`config.mk`:
```
export PLATFORM = sky130hd
export DESIGN_NAME = eaf_ctrl
export DESIGN_NICKNAME = d
export VERILOG_FILES = /design/src/rtl/eaf_pkg.sv /design/src/rtl/eaf_ins_fifo.sv /design/src/rtl/eaf_ctrl.sv
export SDC_FILE = /design/constraint.sdc
export NUM_CORES = 1
export LEC_CHECK = 0
export BUFFER_PORTS_ARGS = -buffer_cell sky130_fd_sc_hd__buf_2
export CORE_MARGIN = 5
export CORE_UTILIZATION = 40
export DETAILED_ROUTE_END_ITERATION = 7
export PLACE_DENSITY = 0.6
export SLEW_MARGIN = 0
export SYNTH_ARGS = -nofsm -noshare
export SYNTH_HDL_FRONTEND = slang
export SYNTH_HIERARCHICAL = 1
export SYNTH_SLANG_ARGS = --single-unit
```
`constraint.sdc`:
```
create_clock -name clk -period 4.3 [get_ports clk]
set_input_delay 0.645 -clock clk [delete_from_list [all_inputs] [get_ports clk]]
set_output_delay 0.645 -clock clk [all_outputs]
set_load 0.01 [all_outputs]
```
`src/rtl/eaf_pkg.sv`:
```
// Shared types for the EAF command sequencer: FSM state encoding and address type.
package eaf_pkg;
  localparam int EAF_ADDR_W = 32;

  typedef enum logic [1:0] {IDLE, TEST, INSERT, DONE} eaf_ctrl_state_e;

  typedef logic [EAF_ADDR_W-1:0] eaf_addr_t;
endpackage

```
`src/rtl/eaf_ins_fifo.sv`:
```
// Synchronous FIFO for evicted addresses; push accepted only when not full (even if popping),
// head is combinational from the read pointer, one-cycle write-to-read latency.
module eaf_ins_fifo #(
  parameter int W     = 32,
  parameter int DEPTH = 4
) (
  input  logic                       clk,
  input  logic                       rst,
  input  logic                       push,
  input  logic [W-1:0]               push_dat,
  input  logic                       pop,
  output logic [W-1:0]               head,
  output logic                       full,
  output logic                       empty,
  output logic [$clog2(DEPTH+1)-1:0] count
);
  localparam int CW = $clog2(DEPTH+1);
  localparam int PW = $clog2(DEPTH);

  logic [W-1:0]  mem [DEPTH];
  logic [PW-1:0] rd_ptr, wr_ptr;
  logic          push_acc, pop_acc;

  assign full     = (count == CW'(DEPTH));
  assign empty    = (count == '0);
  assign push_acc = push && !full;
  assign pop_acc  = pop && !empty;
  assign head     = mem[rd_ptr];

  // DEPTH is a power of two, so the pointers wrap naturally.
  always_ff @(posedge clk) begin
    if (rst) begin
      rd_ptr <= '0;
      wr_ptr <= '0;
      count  <= '0;
    end else begin
      if (push_acc) begin
        mem[wr_ptr] <= push_dat;
        wr_ptr      <= wr_ptr + PW'(1);
      end
      if (pop_acc) rd_ptr <= rd_ptr + PW'(1);
      count <= count + CW'(push_acc) - CW'(pop_acc);
    end
  end
endmodule

```
`src/rtl/eaf_ctrl.sv`:
```
// Arbitrates the EAF command port between miss-path tests and buffered evictions.
// Strobe one cycle after grant; test ack one cycle after EAF response; inserts stall when FIFO full.
module eaf_ctrl
  import eaf_pkg::*;
#(
  parameter int ADDR_W       = EAF_ADDR_W,
  parameter int INS_DEPTH    = 4,
  parameter int STARVE_LIMIT = 8,
  parameter int TIMEOUT      = 64
) (
  input  logic                           clk,
  input  logic                           rst,
  input  logic                           test_req_i,
  input  logic [ADDR_W-1:0]              test_addr_i,
  output logic                           test_ack_o,
  output logic                           test_hit_o,
  input  logic                           ins_req_i,
  input  logic [ADDR_W-1:0]              ins_addr_i,
  output logic                           ins_ready_o,
  output logic [ADDR_W-1:0]              eaf_addr_o,
  output logic                           eaf_test_o,
  output logic                           eaf_insert_o,
  input  logic                           eaf_resp_i,
  input  logic                           eaf_exists_i,
  output logic                           busy_o,
  output logic [$clog2(INS_DEPTH+1)-1:0] ins_count_o,
  output logic                           err_o
);
  localparam int SW = $clog2(STARVE_LIMIT+1);
  localparam int TW = $clog2(TIMEOUT+1);

  eaf_ctrl_state_e   state, state_nxt;
  logic [ADDR_W-1:0] addr_nxt, fifo_head;
  logic              test_nxt, insert_nxt, ack_nxt, hit_nxt, err_nxt, pop;
  logic              fifo_full, fifo_empty;
  logic [SW-1:0]     starve_cnt, starve_nxt;
  logic [TW-1:0]     wd_cnt, wd_nxt;

  eaf_ins_fifo #(.W(ADDR_W), .DEPTH(INS_DEPTH)) u_fifo (
    .clk      (clk),
    .rst      (rst),
    .push     (ins_req_i),
    .push_dat (ins_addr_i),
    .pop      (pop),
    .head     (fifo_head),
    .full     (fifo_full),
    .empty    (fifo_empty),
    .count    (ins_count_o)
  );

  assign ins_ready_o = !fifo_full;
  assign busy_o      = (state != IDLE);

  always_comb begin
    state_nxt  = state;
    addr_nxt   = eaf_addr_o;
    test_nxt   = eaf_test_o;
    insert_nxt = eaf_insert_o;
    ack_nxt    = 1'b0;
    hit_nxt    = test_hit_o;
    err_nxt    = err_o;
    starve_nxt = starve_cnt;
    wd_nxt     = '0;
    pop        = 1'b0;
    unique case (state)
      IDLE: begin
        addr_nxt = '0;
        // A full FIFO holds tests off so the evicted address is never lost.
        if (test_req_i && !fifo_full && (starve_cnt < SW'(STARVE_LIMIT))) begin
          state_nxt = TEST;
          addr_nxt  = test_addr_i;
          test_nxt  = 1'b1;
          if (fifo_empty)                             starve_nxt = '0;
          else if (starve_cnt != SW'(STARVE_LIMIT))   starve_nxt = starve_cnt + SW'(1);
        end else if (!fifo_empty) begin
          state_nxt  = INSERT;
          addr_nxt   = fifo_head;
          insert_nxt = 1'b1;
          starve_nxt = '0;
        end
      end
      TEST: begin
        if (eaf_resp_i || (wd_cnt == TW'(TIMEOUT))) begin
          // An aborted test reports a miss: low insertion priority is the safe answer.
          state_nxt = DONE;
          test_nxt  = 1'b0;
          ack_nxt   = 1'b1;
          hit_nxt   = eaf_resp_i && eaf_exists_i;
          err_nxt   = err_o || !eaf_resp_i;
        end else begin
          wd_nxt = wd_cnt + TW'(1);
        end
      end
      INSERT: begin
        if (eaf_resp_i || (wd_cnt == TW'(TIMEOUT))) begin
          state_nxt  = IDLE;
          insert_nxt = 1'b0;
          pop        = 1'b1;
          err_nxt    = err_o || !eaf_resp_i;
        end else begin
          wd_nxt = wd_cnt + TW'(1);
        end
      end
      DONE: state_nxt = IDLE;
    endcase
  end

  always_ff @(posedge clk) begin
    if (rst) begin
      state        <= IDLE;
      eaf_addr_o   <= '0;
      eaf_test_o   <= 1'b0;
      eaf_insert_o <= 1'b0;
      test_ack_o   <= 1'b0;
      test_hit_o   <= 1'b0;
      err_o        <= 1'b0;
      starve_cnt   <= '0;
      wd_cnt       <= '0;
    end else begin
      state        <= state_nxt;
      eaf_addr_o   <= addr_nxt;
      eaf_test_o   <= test_nxt;
      eaf_insert_o <= insert_nxt;
      test_ack_o   <= ack_nxt;
      test_hit_o   <= hit_nxt;
      err_o        <= err_nxt;
      starve_cnt   <= starve_nxt;
      wd_cnt       <= wd_nxt;
    end
  end
endmodule

```
=== Word level (Yosys, flattened, before mapping) ===
Memories as Yosys holds them, arrays and structs flattened. A register that Yosys moved wholly into a read port is not among the register bits.
Cells that the tools add are included.

* Register bits after elaboration: 57
* Memory bits (writable): 128
* Bits of input ports: 70
* Output and inout port bits: 42
* Logic and storage cells: 84
* Memories: 1

{| class="wikitable"
|+ Memories
! memory !! depth !! bits a word !! rd ports !! clocked after memory_dff !! wr ports !! RTL line !! text
|-
| u_fifo.mem || 4 || 32 || 1 || 1 || 1 || eaf_ins_fifo.sv:20 || <nowiki>logic [W-1:0] mem [DEPTH];</nowiki>
|}

* Add/subtract/negate cells: 6
* $lt $le $gt $ge: 1
* Equal/unequal tests: 14
* Muxes and demuxes: 24
* Bitwise logic cells: 2
* Reduce and logical (&&, ||, !) cells: 24

{| class="wikitable"
|+ Operator list
! operator !! number
|-
| 32-bit 2-to-1 mux || 2
|-
| 4-bit 2-to-1 mux || 4
|-
| 2-bit 2-to-1 mux || 6
|-
| 2-bit inequality test (second input constant) || 5
|-
| 1-bit 2-to-1 mux || 9
|-
| 3-bit AND reduction || 3
|-
| 2-bit case mux with 4 select lines || 1
|-
| 7-bit by 1-bit adder with 7-bit output (second input constant) || 1
|-
| 7-bit equality test (second input constant) || 1
|-
| 2-bit nonzero test || 3
|-
| 1-bit logical AND || 5
|-
| 2-bit by 1-bit adder with 2-bit output (second input constant) || 2
|-
| 4-bit by 1-bit adder with 4-bit output (second input constant) || 1
|-
| 2-bit equality test (second input constant) || 2
|-
| 4-bit less-than comparator (second input constant) || 1
|-
| 4-bit inequality test (second input constant) || 1
|-
| 1-bit case mux with 2 select lines || 2
|-
| 2-bit AND reduction || 2
|-
| 4-bit AND reduction || 1
|-
| 2-bit OR reduction || 2
|-
| 3-bit by 1-bit adder with 3-bit output || 1
|-
| 3-bit equality test (second input constant) || 1
|-
| 1-bit zero test || 3
|-
| 3-bit zero test || 1
|-
| other kinds (9) || 11
|}

=== Depth between registers and ports, before layout ===
Gate-level depths: netlist (run 1).

* Depth after elaboration: 7
* Gate-level depth with buffers: 15
* Depth with buffers taken out: 15

=== Cells and area by module ===
Netlist (run 1), hierarchy kept.

{| class="wikitable"
|+ By module, submodules not included
! module !! instances !! cells an instance !! area each (µm²) !! seq. area each (µm²)
|-
| eaf_ins_fifo || 1 || 218 || 5148.7 || 4023.9
|-
| eaf_ctrl || 1 || 286 || 2359.8 || 1001.0
|}

=== Worst setup path after synthesis (run 1) ===
OpenSTA, ideal clock, no wires.

* Kind: register to register
* Start point: register u_fifo.count[1]
* End point: memory u_fifo.mem[0][0] (enable)
* Setup time: 468 ps
* Arrival time: 3295 ps
* Required time: 3832 ps
* Path slack: 537 ps
* Stages on the path, launching flop included: 5
* Path buffers: 1
* Path through: dfxtp_1 nor3b_4 nand2b_1 buf_4 nor3b_1

* Word-level cells in the longest chain between the ends: 6

{| class="wikitable"
|+ Ends and longest elaborated chain
! what !! RTL line !! text
|-
| start: declaration || eaf_ins_fifo.sv:15 || <nowiki>output logic [$clog2(DEPTH+1)-1:0] count</nowiki>
|-
| start signal: assignment || eaf_ins_fifo.sv:42 || <nowiki>count <= count + CW'(push_acc) - CW'(pop_acc);</nowiki>
|-
| 3-bit equality test || eaf_ins_fifo.sv:24 || <nowiki>assign full = (count == CW'(DEPTH));</nowiki>
|-
| named net fifo_full || eaf_ctrl.sv:35 || <nowiki>logic fifo_full, fifo_empty;</nowiki>
|-
| 1-bit zero test || eaf_ins_fifo.sv:26 || <nowiki>assign push_acc = push && !full;</nowiki>
|-
| 1-bit logical AND || eaf_ins_fifo.sv:26 ||
|-
| 1-bit 2-to-1 mux || eaf_ins_fifo.sv:37 || <nowiki>if (push_acc) begin</nowiki>
|-
| 1-bit 2-to-1 mux || eaf_ins_fifo.sv:32 || <nowiki>if (rst) begin</nowiki>
|-
| 1-bit 2-to-1 mux (not written as such) || eaf_ins_fifo.sv:38 || <nowiki>mem[wr_ptr] <= push_dat;</nowiki>
|-
| end: declaration || eaf_ins_fifo.sv:20 ||
|}

The timed path passes the listed nets, and every way through them passes these cells.

=== Final worst setup path (run 1) ===
* Start point: register wd_cnt[5]
* End point: register u_fifo.count[2]

* Word-level cells in the longest chain between the ends: 6

{| class="wikitable"
|+ Ends and longest elaborated chain
! what !! RTL line !! text
|-
| start: declaration || eaf_ctrl.sv:37 || <nowiki>logic [TW-1:0] wd_cnt, wd_nxt;</nowiki>
|-
| start signal: assignment || eaf_ctrl.sv:128 || <nowiki>wd_cnt <= wd_nxt;</nowiki>
|-
| 7-bit equality test || eaf_ctrl.sv:95 || <nowiki>if (eaf_resp_i || (wd_cnt == TW'(TIMEOUT))) begin</nowiki>
|-
| 1-bit logical OR || eaf_ctrl.sv:95 ||
|-
| 1-bit 2-to-1 mux || eaf_ctrl.sv:95 ||
|-
| 1-bit 2-to-1 mux || eaf_ctrl.sv:65 || <nowiki>unique case (state)</nowiki>
|-
| named net pop || eaf_ctrl.sv:34 || <nowiki>logic test_nxt, insert_nxt, ack_nxt, hit_nxt, err_nxt, pop;</nowiki>
|-
| 1-bit logical AND || eaf_ins_fifo.sv:27 || <nowiki>assign pop_acc = pop && !empty;</nowiki>
|-
| named net u_fifo.pop_acc || eaf_ins_fifo.sv:22 || <nowiki>logic push_acc, pop_acc;</nowiki>
|-
| 3-bit by 1-bit subtractor with 3-bit output || eaf_ins_fifo.sv:42 ||
|}

The timed path passes the listed nets, and every way through them passes these cells.
A chain may end at the register's enable or synchronous reset.

==> reports/metrics.yaml, run 1 <==
route:
  drt_wl_total_um: 16260
  postRouteAntennaNets: 0
  drt-pass1-iter-count: 4
  dr_total_vias: 4451
  drcViolationCount: 0
  wl_per_cell_um: 19.00
  via_per_inst: 5.200
  drt_iter0_drc: 257
logic_synthesis:
  syn-num-nets: 588
  synth_top_area_share_pct: 51.19
  synth_edf_count: 128
  ys_warn_count: 6
  synth.distinct_cells: 46
  yosys.area.top_type: "edfxtp_1"
  syn_area_per_cell_um2: 14.90
  async_flop_share_pct: 0
  ys_seq_area_share_pct: 66.92
  netlist_instances: 504
  ys_seq_elements: 187
  synth.area.top_cells: "edfxtp_1, dfxtp_1, mux4_2, a211oi_1, and3_1"
  syn_area_um2: 7508
  ys.flop_type: "edfxtp_1"
finish:
  fill_cells: 1635
  diodes: 0
  fin_util_pct: 47.56
  final_nets: 693
  final_common_cell: "edfxtp_1"
  area_delta_synth_final_pct: 17.70
  drive_gt1_share_pct: 31.83
  mostFrequentLayoutCells: "edfxtp_1, buf_2, dfxtp_1, nor2_1, a21oi_1"
sta:
  skew_ps: 7.008
  rsz0062_at_grt: "no"
  maxSlewViolCount: 0
  finalCriticalPeriod_ps: 2926
  setup-tns-final_ps: 0
  setup_ws_ps: 1374
  hold_viol_final: 0
  finalSetupViolations: 0
  slew_headroom_pct: 27.72
  tightest_slew_ps: 1083
  finalCritPeriodShare_pct: 68.05
  max_freq_mhz: 341.7
pwr:
  leakagePower_nw: 3.282
  ir_drop_mv: 0.2916
  finalPower_mw: 5.287
  power.density_nw_per_um2: 598.2
global_route:
  grt.overflow.total: 0
  grt_pass1_wl_um: 26340
  antenna_found_initial: 1
  grt_max_degree: 51
  first_global_vias: 4750
  track_usage_pct: 15.77
cts:
  ctsHoldBuffers: 0
  clock_latency_ps: 430
  ctsRootBufferMaster: "clkbuf_16"
  cts_tree: "yes"
  cts_resized: 0
  path_clk_slew_ps: 70
  htree_levels: 4
  cts_buffer_depth: 2
  clock_sinks: 187
  postCtsSetupBuffers: 0
  cts_buffers: 17
worst_setup_path:
  r2r_cells: 13
  worstPathArrival_ps: 3270
  critPathKind: "reg -> reg"
  r2r_slack_ps: 1370
  start_kind: "flip-flop"
  cp_data_required_time_ps: 4640
  r2r_start: "wd_cnt[5]"
  crit_fanout: 5
  reg2reg_to: "u_fifo/count[2]"
  critPathCaptureType: "flip-flop"
place:
  place_congestion: 0.6973
  pre_cts_slack_ps: 1430
  dp_hpwl_um: 10630
  io_buffers: 111
hold_path:
  min_path_cells: 1
  hold_end: "u_fifo/mem[2][2]"
  holdCritStartpoint: "ins_addr_i[2]"
  hold_class: "in -> reg"
floorplanning:
  die_h_um: 147.0
  io-pin-count: 112
  rows: 50
  core_area_um2: 18580
  die_w_um: 147.0
  start_util_pct: 40.41
  die-area_um2: 21610
flow_run:
  cap_violations: 0
run_status:
  status: "complete, no violations"
## worst max-delay path by stage
stage          slack (ps)  cells after the start             from               end
6_report             1370                     13        wd_cnt[5]   u_fifo/count[2]
4_1_cts              1400                     13        wd_cnt[5]   u_fifo/count[2]
3_3_place_gp         1500                     13        wd_cnt[5]   u_fifo/count[2]
2_1_floorplan         540                      4  u_fifo/count[1]  u_fifo/mem[0][0]
5_1_grt              1230                     13        wd_cnt[5]   u_fifo/count[2]
3_5_place_dp         1430                     13        wd_cnt[5]   u_fifo/count[2]
## cells in the mapped netlist (6+ instances only)
cell        n
edfxtp_1  128
o21ai_0     7
dfxtp_1    59
inv_1      20
ha_1       13
mux4_2     30
clkbuf_1   20
a211oi_1   34
and3_1     34
a21oi_1    40
nor2_1     51
buf_2       6
## layout make-up
class / count / area (um2) / share of cell area, %
sequential: 187 / 5027 / 56.89
multi-input combinational: 263 / 2226 / 25.19
clock inverter: 15 / 167.7 / 1.897
inverter: 20 / 75.07 / 0.8495
clock buffer: 17 / 425.4 / 4.814
tap: 234 / 292.8 / 3.313
timing repair buffer: 120 / 623.1 / 7.051
## cells by family after synthesis
group / after synthesis / synth area share [%]
compound gates: 92 / 7.899
xor+xnor: 7 / 0.8165
fa+ha+maj: 14 / 2.433
buf+inv: 54 / 3.799
flops: 187 / 66.92
mux: 33 / 9.832
simple gates: 117 / 8.299
## worst max-delay path, cell delays in order (launching register included)
cell and delay (ps):
dfxtp_1 330, or4_4 560, o21a_4 230, and2b_2 240, o31ai_1 110, inv_1 80, ha_1 220, inv_1 60
ha_1 130, inv_1 50, fa_1 370, xor2_1 160, and2_1 160, nor3_1 140
## per-stage QoR
stage | instance area (um2) | hold slack [ps] | instances
after floorplan | 7508 | 425.8 | 504
after global placement | 8244 | 444.9 | 824
after detailed placement | 8244 | 465.6 | 824
after CTS | 8837 | 405.2 | 856
after global routing | 8837 | 405.6 | 856
final | 8837 | 426.1 | 856
## where the power goes
group	switching [mW]	leakage [nW]	internal (mW)	total (mW)
combinational	0.861	1.35	0.559	1.42
clock	0.695	0.282	0.867	1.56
sequential	0.146	1.65	2.16	2.30
## metal layers
layer  vias to the layer above  share of wire, %  global-route usage [%]
met5                         -             0.074                       0
met4                         2               1.5                   5.499
met3                        21               5.0                   4.380
met2                       101                52                   27.31
met1                      2195                41                   18.99
li1                       2132                 -                       -
## sequential cells by signal, summed over array words and instances, names as in the netlist, 2 cells and up, named ones only
register,cells
state,2
u_fifo/count,3
u_fifo/rd_ptr,2
eaf_addr_o,32
wd_cnt,7
u_fifo/mem,128
starve_cnt,4
u_fifo/wr_ptr,2
(Power assumes the default switching activity.)
==> run 2, diff against run 1 <==
clock period = 2.9 ns   (was 4.3 ns; I/O delays follow)
==> run 2 against run 1 <==
Clock power is 44% higher. Design area up 0.79%. Via count up 1.7%. Sequential power up 48%. Register-to-register slack got worse by 1300 ps. Combinational power rose by 54%. Sequential share of layout area shrank 0.43 points. Routed wire length barely moved.
==> reports/metrics.yaml, run 2 (synthesis results as in run 1) <==
route:
  drt-pass1-iter-count: 4
  drt_iter0_drc: 251
  postRouteAntennaNets: 0
  drcViolationCount: 0
  via_per_inst: 5.220
  wl_per_cell_um: 18.75
  drt_wl_total_um: 16250
  dr_total_vias: 4526
cts:
  ctsRootBufferMaster: "clkbuf_16"
  cts_buffer_depth: 2
  ctsHoldBuffers: 0
  cts_buffers: 17
  htree_levels: 4
  cts_tree: "yes"
  path_clk_slew_ps: 70
  clock_latency_ps: 420
  clock_sinks: 187
sta:
  tightest_slew_ps: 1008
  max_freq_mhz: 348.2
  rsz0062_at_grt: "yes"
  skew_ps: 8.158
  slew_headroom_pct: 32.71
  setup-tns-final_ps: 0
  finalCritPeriodShare_pct: 99.02
  finalSetupViolations: 0
  finalCriticalPeriod_ps: 2872
  hold_viol_final: 0
  maxSlewViolCount: 0
finish:
  fin_util_pct: 47.94
  top_regs: "u_fifo/mem: 128 flops, eaf_addr_o: 32 flops, wd_cnt: 7 flops"
  area_delta_synth_final_pct: 18.63
  largest_reg_flops: 128
  fill_cells: 1622
  mostFrequentLayoutCells: "edfxtp_1, buf_2, dfxtp_1, nor2_1, a21oi_1"
  top_register: "u_fifo/mem"
  final_cells: 867
  drive_gt1_share_pct: 33.23
  final_nets: 703
  fin_area_um2: 8907
  final_common_cell: "edfxtp_1"
floorplanning:
  die-area_um2: 21610
  die_w_um: 147.0
  core_area_um2: 18580
  io-pin-count: 112
  die_h_um: 147.0
  start_util_pct: 40.41
  rows: 50
worst_setup_path:
  timing.critical_path.mode_cell: "inv_1"
  worstPathArrival_ps: 3210
  critPathMaxStageDelay_ps: 550
  path_cells: "or4_4, o21a_4, and2b_2, o31ai_2, inv_1, ha_1, inv_1, ha_1, inv_1, fa_2, xor2_1, and2_1, nor3_2"
  start_kind: "flip-flop"
  crit_path_top_delay_cell: "or4_4"
  cp_top_family: "simple AND/OR/NAND/NOR gates"
  cp_data_required_time_ps: 3240
  crit_fanout: 5
  crit_buf_inv: 3
  critPathCaptureType: "flip-flop"
  critPathKind: "reg -> reg"
pwr:
  leakagePower_nw: 3.330
  ir_drop_mv: 0.4738
  finalPower_mw: 7.828
  power.density_nw_per_um2: 878.8
place:
  numPlacedInstances: 833
  postPlaceCellArea_um2: 8312
  dp_hpwl_um: 10970
  place_congestion: 0.8077
  io_buffers: 111
hold_path:
  hold_class: "in -> reg"
flow_run:
  cap_violations: 0
global_route:
  first_global_vias: 4712
  antenna_found_initial: 2
  grt_pass1_wl_um: 25940
  track_usage_pct: 15.45
  grt.overflow.total: 0
  grt_max_degree: 38
run_status:
  status: "complete, no violations"
==> run 2: timing repair <==
| item | CTS | global route |
|---|---|---|
| buffers inserted | 0 | 1 |
| resized for setup | 1 | 3 |
| setup endpoints to repair | 1 | 1 |
| endpoints found under the hold margin | 0 | 0 |
==> run 2: cell type report <==
type                       instances  area [um2]  area share [%]
sequential                       187        5029           56.45
multi-input combinational        263        2238           25.13
timing repair buffer             130       698.2           7.838
clock buffer                      18       429.2           4.818
tap                              234       292.8           3.287
clock inverter                    14       142.6           1.601
inverter                          20       75.07          0.8428
antenna                            1       2.502         0.02809
==> run 2: power by group <==
group	switching, mW	total (mW)	internal (mW)
sequential	0.196	3.40	3.20
clock	0.978	2.25	1.27
combinational	1.32	2.18	0.864
total	2.49	7.83	5.34
==> run 2: path summary, 6_finish.rpt <==
path	depth (start not counted)	startpoint	to	slack [ps]
worst min register to register	1	wd_cnt[0]	wd_cnt[0]	470
worst max-delay path	13	wd_cnt[5]	u_fifo/count[2]	30
worst min-delay path	1	ins_addr_i[13]	u_fifo/mem[1][13]	230
worst max register to register	13	wd_cnt[5]	u_fifo/count[2]	30
==> run 2: metrics by stage <==
step / hold slack [ps] / setup WS, ps
after floorplan: 425.8 / -863.0
after global placement: 441.0 / 110.1
after detailed placement: 457.1 / 22.56
after CTS: 203.4 / 13.93
after global routing: 208.7 / -112.7
final: 228.2 / 28.42
==> run 2: routing by layer <==
| layer | track usage (%) | share of wire [%] |
|---|---|---|
| met3 | 4.102 | 4.4 |
| met4 | 4.520 | 1.1 |
| met2 | 26.94 | 52 |
| met1 | 18.94 | 42 |
| met5 | 0 | 0.043 |
==> run 3, diff against run 2 <==
PLACE_DENSITY = 0.61   (was 0.6)
SYNTH_HIERARCHICAL = not set   (was 1)
==> run 3 against run 2 <==
Routed wire length shrank 6.7%. Clock-buffer cell count stayed put. Worst setup slack better by 250 ps. Global-route usage shrank 0.063 points. Critical path depth stayed put. Cell count down 9.3%. Sequential cell count unchanged. Register-to-register slack gained 250 ps. Largest cell class unchanged.
==> reports/metrics.yaml, run 3 <==
sta:
  slew_headroom_pct: 38.50
  setup-tns-final_ps: 0
  hold_viol_final: 0
  skew_ps: 7.897
  tightest_slew_ps: 922.5
  rsz0062_at_grt: "no"
  finalCriticalPeriod_ps: 2620
  max_freq_mhz: 381.6
  hold_slack_ps: 223.4
  finalCritPeriodShare_pct: 90.36
  finalSetupViolations: 0
  maxSlewViolCount: 0
route:
  drt_iter0_drc: 331
  drcViolationCount: 0
  drt_wl_total_um: 15160
  via_per_inst: 5.333
  drt-pass1-iter-count: 8
  dr_total_vias: 4192
  wl_per_cell_um: 19.29
  postRouteAntennaNets: 0
worst_setup_path:
  r2r_cells: 13
  critPathCapture: "u_fifo.count[2]"
  cp_data_required_time_ps: 3190
  r2r_start: "wd_cnt[0]"
  crit_path_top_delay_cell: "fa_1"
  r2r_slack_ps: 280
  path_cells: "inv_1, ha_1, nor4b_2, a21oi_1, nor3_1, ha_1, inv_1, ha_1, inv_1, fa_1, xor2_1, xnor2_1, nor2_1"
  critPathMaxStageDelay_ps: 380
  start_kind: "flip-flop"
  crit_fanout: 4
  critPathKind: "reg -> reg"
  critPathCaptureType: "flip-flop"
  crit_path_start: "wd_cnt[0]"
  worstPathArrival_ps: 2910
  reg2reg_to: "u_fifo.count[2]"
pwr:
  power.density_nw_per_um2: 853.3
  p_seq_share_pct: 46.0
  clockPowerShare_pct: 31.1
  ir_drop_mv: 0.4234
  p_sw_mw: 2.113
  internal-power_mw: 5.133
  p_comb_share_pct: 22.9
  leakagePower_nw: 3.075
  power.share.switching_pct: 29.16
floorplanning:
  core_area_um2: 17420
  die-area_um2: 20600
  die_h_um: 143.5
  rows: 48
  start_util_pct: 40.95
  io-pin-count: 112
  die_w_um: 143.5
global_route:
  first_global_vias: 4407
  grt_pass1_wl_um: 23680
  grt.overflow.total: 0
  antenna_found_initial: 1
  grt_max_degree: 53
  track_usage_pct: 15.38
hold_path:
  hold_class: "in -> reg"
logic_synthesis:
  syn_area_per_cell_um2: 16.40
  yosysMostFrequentCell: "edfxtp_1"
  synth.distinct_cells: 40
  ys_seq_area_share_pct: 70.46
  synth_top_area_share_pct: 53.89
  synthTopCellsByCount: "edfxtp_1, dfxtp_1, nor2_1, a222oi_1, mux4_2"
  async_flop_share_pct: 0
  synth_edf_count: 128
  yosys.area.top_type: "edfxtp_1"
  syn-num-nets: 519
  synth.area.top_cells: "edfxtp_1, dfxtp_1, mux4_2, a222oi_1, nor2_1"
  ys_warn_count: 0
  syn_area_um2: 7132
  ys_seq_elements: 187
  netlist_instances: 435
  ys.flop_type: "edfxtp_1"
cts:
  cts_tree: "yes"
  cts_resized: 0
  cts_buffer_depth: 2
  ctsHoldBuffers: 0
  cts_buffers: 17
  postCtsSetupBuffers: 0
  clock_sinks: 187
  path_clk_slew_ps: 70
  ctsRootBufferMaster: "clkbuf_16"
  clock_latency_ps: 430
  htree_levels: 4
finish:
  final_nets: 632
  fill_cells: 1528
  area_delta_synth_final_pct: 19.07
  mostFrequentLayoutCells: "edfxtp_1, buf_2, dfxtp_1, nor2_1"
  drive_gt1_share_pct: 34.40
  top_register: "u_fifo.mem"
  largest_reg_flops: 128
  top_regs: "u_fifo.mem: 128 flops, eaf_addr_o: 32 flops, wd_cnt: 7 flops"
  final_common_cell: "edfxtp_1"
  diodes: 0
place:
  place_congestion: 0.6994
  dp_hpwl_um: 9645
  io_buffers: 111
flow_run:
  cap_violations: 0
run_status:
  status: "complete, no violations"
[run 3: kinds of logic (layout without fill, tap and decap cells)]
| family | Yosys count | after routing | synth area share [%] |
|---|---|---|---|
| buffers and inverters | 43 | 169 | 2.807 |
| AOI/OAI and AO/OA | 62 | 62 | 7.193 |
| and+or+nand+nor | 88 | 88 | 5.755 |
| DFF | 187 | 187 | 70.46 |
| adders and majority gates | 14 | 14 | 2.561 |
| muxes | 33 | 33 | 10.25 |
| xor gates and xnor gates | 8 | 8 | 0.9825 |
[run 3: power groups by stage]
stage	Clock, mW	Sequential, mW	Combinational, mW
after floorplan	0	3.46	1.01
after global placement	0	3.37	1.64
after detailed placement	0	3.39	1.69
after CTS	2.31	3.33	1.69
after global routing	2.42	3.37	1.85
final	2.25	3.33	1.66
[run 3: how the worst min path moves through the flow]
stage | cells past startpoint | from | slack (ps) | endpoint
2_1_floorplan | 1 | wd_cnt[0] | 430 | wd_cnt[0]
3_3_place_gp | 1 | wd_cnt[0] | 450 | wd_cnt[0]
3_5_place_dp | 2 | starve_cnt[3] | 460 | starve_cnt[3]
4_1_cts | 1 | ins_addr_i[1] | 190 | u_fifo.mem[0][1]
5_1_grt | 1 | ins_addr_i[1] | 200 | u_fifo.mem[0][1]
6_report | 1 | ins_addr_i[8] | 220 | u_fifo.mem[2][8]
[run 3: final cells by class]
| cell class | instances | area [um2] | share of cell area (%) |
|---|---|---|---|
| clock buffer | 18 | 429.2 | 5.054 |
| multi-input combinational | 205 | 1926 | 22.68 |
| inverter | 18 | 67.56 | 0.7956 |
| tap | 225 | 281.5 | 3.315 |
| timing repair buffer | 119 | 615.6 | 7.249 |
| clock inverter | 14 | 145.1 | 1.709 |
| sequential | 187 | 5027 | 59.20 |
[run 3: critical path, delay by kind of cell (launching register included)]
kind / cells / cell delay [ps]
buffers and inverters: 3 / 180
DFF: 1 / 340
AOI/OAI and AO/OA: 1 / 160
adders and majority gates: 4 / 910
and+or+nand+nor: 3 / 590
xor gates and xnor gates: 2 / 300
[run 3: per-stage QoR]
step | util [%] | setup WS [ps] | area (um2) | std cells | power (mW)
2_1_floorplan | - | 401.7 | 7132 | 435 | 4.473
3_3_place_gp | 45.46 | 370.7 | 7918 | 754 | 5.008
3_5_place_dp | 45.46 | 253.4 | 7918 | 754 | 5.075
4_1_cts | 48.76 | 247.0 | 8492 | 786 | 7.334
5_1_grt | 48.76 | 64.12 | 8492 | 786 | 7.631
6_report | 48.76 | 279.6 | 8492 | 786 | 7.246
[run 3: routing by layer]
layer  track usage [%]  up-vias  part of all wire [%]
met3             4.626       18                   5.4
met2             26.58      120                    52
met1             18.28     2104                    41
met4             5.500        2                   1.4
li1                  -     1948                     -
met5                 0        -                 0.046
